<file path="src/rtl/uart_arb_pkg.sv">
// Shared definitions for the UART transmit arbiter and its round-robin picker.
// Holds the FSM state encoding, default sizing constants and a constant clog2.
package uart_arb_pkg;

  typedef enum logic {
    ST_IDLE      = 1'b0,
    ST_WAIT_DONE = 1'b1
  } arb_state_e;

  localparam int DEFAULT_NUM_REQ = 4;
  localparam int DEFAULT_DATA_W  = 8;

  // Ceiling log2 usable in parameter expressions; returns 0 for value <= 1.
  function automatic int clog2(input int value);
    int r;
    int v;
    r = 0;
    v = value - 1;
    while (v > 0) begin
      r = r + 1;
      v = v >> 1;
    end
    return r;
  endfunction

endpackage

</file>
<file path="src/rtl/rr_pick.sv">
// Combinational round-robin selector: first set request at or above the
// pointer, searching upward with an explicit wrap so any NUM_REQ works.
module rr_pick
  import uart_arb_pkg::*;
#(
  parameter int NUM_REQ = DEFAULT_NUM_REQ,
  parameter int IW      = clog2(NUM_REQ)
) (
  input  logic [NUM_REQ-1:0] i_req,
  input  logic [IW-1:0]      i_ptr,
  output logic               o_valid,
  output logic [IW-1:0]      o_winner
);

  int w_idx;

  always_comb begin
    o_valid  = 1'b0;
    o_winner = '0;
    w_idx    = 0;
    for (int i = 0; i < NUM_REQ; i++) begin
      w_idx = int'(i_ptr) + i;
      if (w_idx >= NUM_REQ) begin
        w_idx = w_idx - NUM_REQ;
      end
      if (!o_valid && i_req[IW'(w_idx)]) begin
        o_valid  = 1'b1;
        o_winner = IW'(w_idx);
      end
    end
  end

endmodule

</file>
<file path="src/rtl/uart_tx_arbiter.sv">
// Round-robin arbiter sharing one UART transmitter among NUM_REQ byte sources.
// Optional watchdog on a stalled frame is enabled by defining UART_ARB_TIMEOUT_EN.
module uart_tx_arbiter
  import uart_arb_pkg::*;
#(
  parameter int NUM_REQ     = DEFAULT_NUM_REQ,
  parameter int DATA_W      = DEFAULT_DATA_W,
  parameter int TIMEOUT_CYC = 1048576
) (
  input  logic                      clk,
  input  logic                      reset,
  input  logic [NUM_REQ-1:0]        req,
  input  logic [NUM_REQ*DATA_W-1:0] req_data,
  output logic [NUM_REQ-1:0]        ack,
  output logic                      tx_start,
  output logic [DATA_W-1:0]         tx_data,
  input  logic                      tx_done,
  output logic                      busy,
  output logic [clog2(NUM_REQ)-1:0] grant_id,
  output logic                      timeout_err,
  output logic                      dbg_state
);

  localparam int IW = clog2(NUM_REQ);

  if (NUM_REQ < 2 || NUM_REQ > 8 || DATA_W < 1 || TIMEOUT_CYC < 2) begin : g_param_check
    $error("uart_tx_arbiter: parameter out of range");
  end

  // Handshake: a requester holds req high with stable data until its one-cycle
  // ack; the transmitter gets a one-cycle tx_start with tx_data held until the
  // tx_done pulse, which is only honoured from the cycle after tx_start.

  arb_state_e              r_state;
  logic [IW-1:0]           r_ptr;
  logic [IW-1:0]           r_grant_id;
  logic [NUM_REQ-1:0]      r_ack;
  logic                    r_tx_start;
  logic [DATA_W-1:0]       r_tx_data;
  logic                    r_busy;

  logic                    w_valid;
  logic [IW-1:0]           w_winner;
  logic [IW-1:0]           w_next_ptr;
  logic [DATA_W-1:0]       w_bytes [NUM_REQ];

`ifdef UART_ARB_TIMEOUT_EN
  localparam int CW = clog2(TIMEOUT_CYC);
  localparam logic [CW-1:0] TO_LAST = CW'(TIMEOUT_CYC - 1);

  logic [CW-1:0]           r_to_cnt;
  logic                    r_timeout_err;
`endif

  for (genvar g = 0; g < NUM_REQ; g++) begin : g_unpack
    assign w_bytes[g] = req_data[g*DATA_W +: DATA_W];
  end

  rr_pick #(
    .NUM_REQ (NUM_REQ),
    .IW      (IW)
  ) u_rr_pick (
    .i_req    (req),
    .i_ptr    (r_ptr),
    .o_valid  (w_valid),
    .o_winner (w_winner)
  );

  assign w_next_ptr = (w_winner == IW'(NUM_REQ - 1)) ? '0 : w_winner + 1'b1;

  always_ff @(posedge clk or negedge reset) begin
    if (!reset) begin
      r_state       <= ST_IDLE;
      r_ptr         <= '0;
      r_grant_id    <= '0;
      r_ack         <= '0;
      r_tx_start    <= 1'b0;
      r_tx_data     <= '0;
      r_busy        <= 1'b0;
`ifdef UART_ARB_TIMEOUT_EN
      r_to_cnt      <= '0;
      r_timeout_err <= 1'b0;
`endif
    end else begin
      r_ack      <= '0;
      r_tx_start <= 1'b0;
      case (r_state)
        ST_IDLE: begin
          if (w_valid) begin
            r_state    <= ST_WAIT_DONE;
            r_tx_data  <= w_bytes[w_winner];
            r_tx_start <= 1'b1;
            r_ack      <= NUM_REQ'(1) << w_winner;
            r_grant_id <= w_winner;
            r_ptr      <= w_next_ptr;
            r_busy     <= 1'b1;
`ifdef UART_ARB_TIMEOUT_EN
            r_to_cnt   <= '0;
`endif
          end
        end
        ST_WAIT_DONE: begin
          // r_tx_start still high means this is the start cycle itself.
          if (tx_done && !r_tx_start) begin
            r_state <= ST_IDLE;
            r_busy  <= 1'b0;
          end
`ifdef UART_ARB_TIMEOUT_EN
          else if (r_to_cnt == TO_LAST) begin
            r_state       <= ST_IDLE;
            r_busy        <= 1'b0;
            r_timeout_err <= 1'b1;
          end else begin
            r_to_cnt <= r_to_cnt + 1'b1;
          end
`endif
        end
        default: begin
          r_state <= ST_IDLE;
          r_busy  <= 1'b0;
        end
      endcase
    end
  end

  assign ack       = r_ack;
  assign tx_start  = r_tx_start;
  assign tx_data   = r_tx_data;
  assign busy      = r_busy;
  assign grant_id  = r_grant_id;
  assign dbg_state = r_state;

`ifdef UART_ARB_TIMEOUT_EN
  assign timeout_err = r_timeout_err;
`else
  assign timeout_err = 1'b0;
`endif

endmodule
</file>
<file path="config.mk">
export PLATFORM = sky130hd
export DESIGN_NAME = uart_tx_arbiter
export DESIGN_NICKNAME = d
export VERILOG_FILES = /design/src/rtl/uart_arb_pkg.sv /design/src/rtl/rr_pick.sv /design/src/rtl/uart_tx_arbiter.sv
export SDC_FILE = /design/constraint.sdc
export NUM_CORES = 1
export LEC_CHECK = 0
export ABC_AREA = 1
export CAP_MARGIN = 25
export CORE_MARGIN = 2
export CORE_UTILIZATION = 28
export CTS_CLUSTER_DIAMETER = 50
export DETAILED_ROUTE_END_ITERATION = 8
export GPL_ROUTABILITY_DRIVEN = 0
export PLACE_DENSITY = 0.54
export SLEW_MARGIN = 20
export SYNTH_ARGS = -nofsm -noshare
export SYNTH_HDL_FRONTEND = slang
export SYNTH_SLANG_ARGS = --single-unit
</file>
<file path="constraint.sdc">
create_clock -name clk -period 4.9 [get_ports clk]
set_input_delay 0.98 -clock clk [delete_from_list [all_inputs] [get_ports clk]]
set_output_delay 0.98 -clock clk [all_outputs]
set_load 0.01 [all_outputs]
</file>
After elaboration in Yosys (flattened, before gate mapping) --
Index checks and enable logic that the tools add are counted.
Storage, ports and cells: bits of input ports 39, register bits 19
Operators by class: add/sub/neg operators 8, reduce and logical (&&, ||, !) cells 10, mux-type cells 37, bitwise operators 2, equality and inequality tests 3, magnitude comparators 9, shifts and indexed selects 1
Operator list (count):
- $mux 2 | 9
- $mux 1 | 17
- $bmux 8 s2 | 1
- $lt 2x4->1 const B | 4
- $mux 8 | 2
- $ge 3x3->1 const B | 4
- $bmux 1 s2 | 4
- $mux 4 | 2
- $sub 2x1->2 const B | 4
- $add 2x2->3 const B | 2
- $logic_and 1x1->1 | 4
- $logic_not 1->1 | 4
- $ne 2x1->1 const B | 2
- $pmux 1 s2 | 2
- $reduce_and 2->1 | 2
- $shl 1x2->4 const A | 1
- $add 2x1->3 const B | 1
- $ge 2x3->1 const B | 1
- $not 2->3 | 1
- $add 2x1->2 const B | 1
- $eq 2x2->1 const B | 1
- $not 1->1 | 1

Logic depth before layout (Yosys ltp) --
depth in word-level cells 19, gate-level depth with buffers 16

Hierarchy --
Synthesis repeated with hierarchy kept, for this count alone.
Second synthesis, totals: cells, all modules 209, area, all modules 1412.6 sq um
By module, submodules not included:
- uart_tx_arbiter | seq. area each 475.5 sq um, cells each 150, times used 1, area each 1093.5 sq um
- rr_pick | seq. area each 0.0 sq um, cells each 59, times used 1, area each 319.1 sq um

Worst setup path before layout --
OpenSTA, ideal clock, no wires.
path type input to register, start point input req[1], end point register r_ptr[1], arrival time 2.138 ns, required time 4.778 ns, stages 11, slack 2.640 ns, buffers on the path 0, cell sequence inv_1 -> nand2_1 -> nand3_2 -> nand2_2 -> inv_1 -> nand3_2 -> nand3_4 -> inv_1 -> ha_1 -> nand2_1 -> o21ai_1
On the way: word-level cells in the longest chain between the ends 15, elaborated cells on any way between the ends 30
Ends and longest elaborated chain:
- start: declaration | line uart_tx_arbiter.sv:12 | input logic [NUM_REQ-1:0] req,
- $bmux 1 s2 | line rr_pick.sv:26 | if (!o_valid && i_req[IW'(w_idx)]) begin
- $mux 1 (not written as such) (2 in series) | line rr_pick.sv:26
- $mux 1 | line rr_pick.sv:26
- $logic_not 1->1 | line rr_pick.sv:26
- $logic_and 1x1->1 | line rr_pick.sv:26
- $mux 1 | line rr_pick.sv:26
- $logic_not 1->1 | line rr_pick.sv:26
- $logic_and 1x1->1 | line rr_pick.sv:26
- $mux 1 | line rr_pick.sv:26
- $logic_not 1->1 | line rr_pick.sv:26
- $logic_and 1x1->1 | line rr_pick.sv:26
- $mux 2 * | line rr_pick.sv:26
- $add 2x1->2 / $eq 2x2->1 (equally long branches) | line uart_tx_arbiter.sv:69 | assign w_next_ptr = (w_winner == IW'(NUM_REQ - 1)) ? '0 : w_winner + 1'b1;
- $mux 2 * | line uart_tx_arbiter.sv:69
- via w_next_ptr[1] | line uart_tx_arbiter.sv:44 | logic [IW-1:0] w_next_ptr;
- end signal: assignment | line uart_tx_arbiter.sv:95 | r_ptr <= w_next_ptr;
- end: declaration | line uart_tx_arbiter.sv:35 | logic [IW-1:0] r_ptr;
Mark *: on every way through the listed nets, which the timed path passes. The rest lies on a longest branch. The select of a mux whose other input is x is not followed. A chain may end at the register's enable or synchronous reset.

Final worst setup path --
start point input req[2], end point register r_ptr[1]
The elaborated chain is that of the path after synthesis.

==> run metrics <==
internal power 0.709 mW; cell accounting for the most synthesized area dfrtp_1; Pwr Density 696 nW/um^2; critical path's most frequent cell nand2_1; DR iter-0 viols 95; fill count 594; P_sw 0.778 mW; Critical Path RT 5.03 ns; vias in the first global route 1472; Seq cells post-synth 19; final setup margin 1.95 ns; Slew Limit Fails 0; CTS resizes 0; critical path class primary input to flip-flop; Mapped Area 1570 sq um; post-synthesis sequential area ratio 30.3%; pre-CTS setup slack 1.66 ns; Critical Path AT 3.08 ns; HPWL after DPL 2890 microns; Static Leak 1.13 nW; core area 5470 sq um; startpoint types primary input; syn_nets 264; CTS Root Cell clkbuf_8; Setup-failing EPs final 0; relative slew slack 46.2%; DR DRC count 0; Clock Pin Slew Worst Setup and Hold Paths 0.07 ns; Unique masters post-synth 24; status finished, final reports clean; initial antenna violation count 0; Syn Area/Cell 7.00 sq um; worst slew pin tran 0.805 ns; Seq pwr share 19.7%; Final Hold Violating Endpoints 0; crit-path cells clkdlybuf4s50_1 -> inv_1 -> nand2_1 -> nand2_1 -> nand2_1 -> nand2_1 -> nand2_2 -> nand3_2 -> nand3_4 -> inv_1 -> ha_1 -> nand2_1 -> o21ai_1; Top Ports 57; Sw Ratio 52.3%; die height 78.8 microns; vias per inst 4.29; proportion of layout cells with a drive suffix above 1 15.7%; Design Area, Final 2140 sq um; skew final 0.00246 ns; GRT overflow 0; Crit path largest cell delay 0.48 ns; Overall Global Routing Usage 13.1%; CTS tree built; Final Cycle Share 60.3%; post-layout minimum cycle time 2.95 ns; FP Rows 27; EDFF count, synth 0; Port Buffer Count 55; WL final 3790 microns; max-cap violations 0; CTS max path bufs 2; Crit Path Max Fanout 18; wire per inst 10.9 microns; Hold Slack 0.484 ns; fraction of registers with async set or reset after synthesis 100%; clock share of power 7.0%; Detail Route Antenna Nets 0; Sum Neg Setup Slack 0 ns; final net count 315; synth warn 0; die area 6210 sq um; Max VDD drop 246 uV; Peak Freq 338 MHz; Comb power frac 73.3%; Synth area leaders dfrtp_1 (30%), nand2_1 (16%), inv_1 (11%), nand2_2 (7.6%), nand3_2 (6.4%); Die X 78.8 microns; largest net degree at the start of global routing 20; CTS Hold Buffers Added 0; Hold Crit Class flip-flop to flip-flop; Commonest cells post-synth nand2_1 (66), inv_1 (44), dfrtp_1 (19), nand2_2 (19), nand4_1 (16); placed inst area 2090 sq um; vias 1483; top-area cell type share of the netlist area 30.3%; Top FF cell, synth dfrtp_1; first-pass GRT wire length 6690 microns; Initial Util 28.6%; H-Tree Depth 1; P&R area growth vs syn 36.4%; number of setup buffers added after CTS 0; CTS sink count 19; Worst path slowest cell clkdlybuf4s50_1; most frequent cell after synthesis nand2_1; RSZ-0062 raised after global routing no; Critical path buffers and inverters 3; Synth Instances 224; CP Capture Type flip-flop; clock buffer count from CTS 3; Top delay family on crit path simple AND/OR/NAND/NOR gates; Initial DRT Pass Iterations 4; Clk Latency, worst-skew pair 0.25 ns; # diodes 0
area by class of cell:
class                           count  area [sq um]  area share, %
Multi-Input combinational cell    149           795           37.2
Timing Repair Buffer               55           551           25.7
Sequential cell                    19           475           22.2
Inverter                           47           181           8.48
Tap cell                           72          90.1           4.21
Clock buffer                        3          41.3           1.93
Clock inverter                      1          5.00          0.234
power by group through the flow:
stage | Combinational [mW] | Sequential, mW | Clock [mW]
5_1_grt | 1.24 | 0.305 | 0.118
4_1_cts | 1.10 | 0.295 | 0.107
3_3_place_gp | 1.09 | 0.298 | 0
3_5_place_dp | 1.10 | 0.297 | 0
6_report | 1.09 | 0.294 | 0.104
2_1_floorplan | 0.884 | 0.309 | 0
per-stage QoR:
step	power, mW	utilization, %	cells
global placement	1.39	38.2	342
detailed placement	1.40	38.2	342
global route	1.66	39.1	346
finish	1.49	39.1	346
CTS	1.51	39.1	346
floorplan	1.19	-	224
tightest hold or removal path: cells and delay by family, from the launching register on:
family,cells,cell delay [ns]
flip-flops,1,0.35
AND/OR/NAND/NOR,2,0.10
state kept, by name (all words and copies together), names as in the netlist:
name and cells:
r_ptr 2, tx_start 1, dbg_state 1, ack 4, busy 1, tx_data 8
grant_id 2
cell families after synthesis:
| kind of cell | after synthesis | synth area share (%) |
|---|---|---|
| DFF | 19 | 30.3 |
| adders and majority gates | 1 | 0.798 |
| buffers and inverters | 56 | 19.0 |
| and+or+nand+nor | 142 | 48.0 |
| other | 1 | 0.239 |
| AOI/OAI and AO/OA | 5 | 1.68 |
placed cells by master, fill, tap and decap left out, types with 2 or more instances in the layout:
cell / n
clkbuf_8: 3
clkdlybuf4s50_1: 55
dfrtp_1: 19
inv_1: 44
inv_2: 2
nand2_1: 66
nand2_2: 19
nand3_1: 14
nand3_2: 10
nand3_4: 2
nand4_1: 16
nor2_1: 9
nor2_2: 3
o21ai_0: 3
worst paths after layout:
kind	cells past startpoint	from	slack, ns	endpoint
hold / removal	2	tx_data[2]	0.48	tx_data[2]
hold reg to reg	2	tx_data[2]	0.48	tx_data[2]
min in group asynchronous	1	reset	1.20	busy
max in group asynchronous	1	reset	3.20	tx_data[1]
setup reg to reg	12	r_ptr[0]	2.45	r_ptr[1]
setup / recovery	13	req[2]	1.95	r_ptr[1]
metal layers:
layer	share of wire, %	wire length (microns)	track usage (%)	vias to the layer above
met5	0	0	0	-
met4	1.1	43	4.31	0
met3	4.5	171	1.14	4
met2	45	1690	20.9	39
met1	50	1880	18.7	655
li1	-	-	-	785
(Power assumes the default switching activity.)
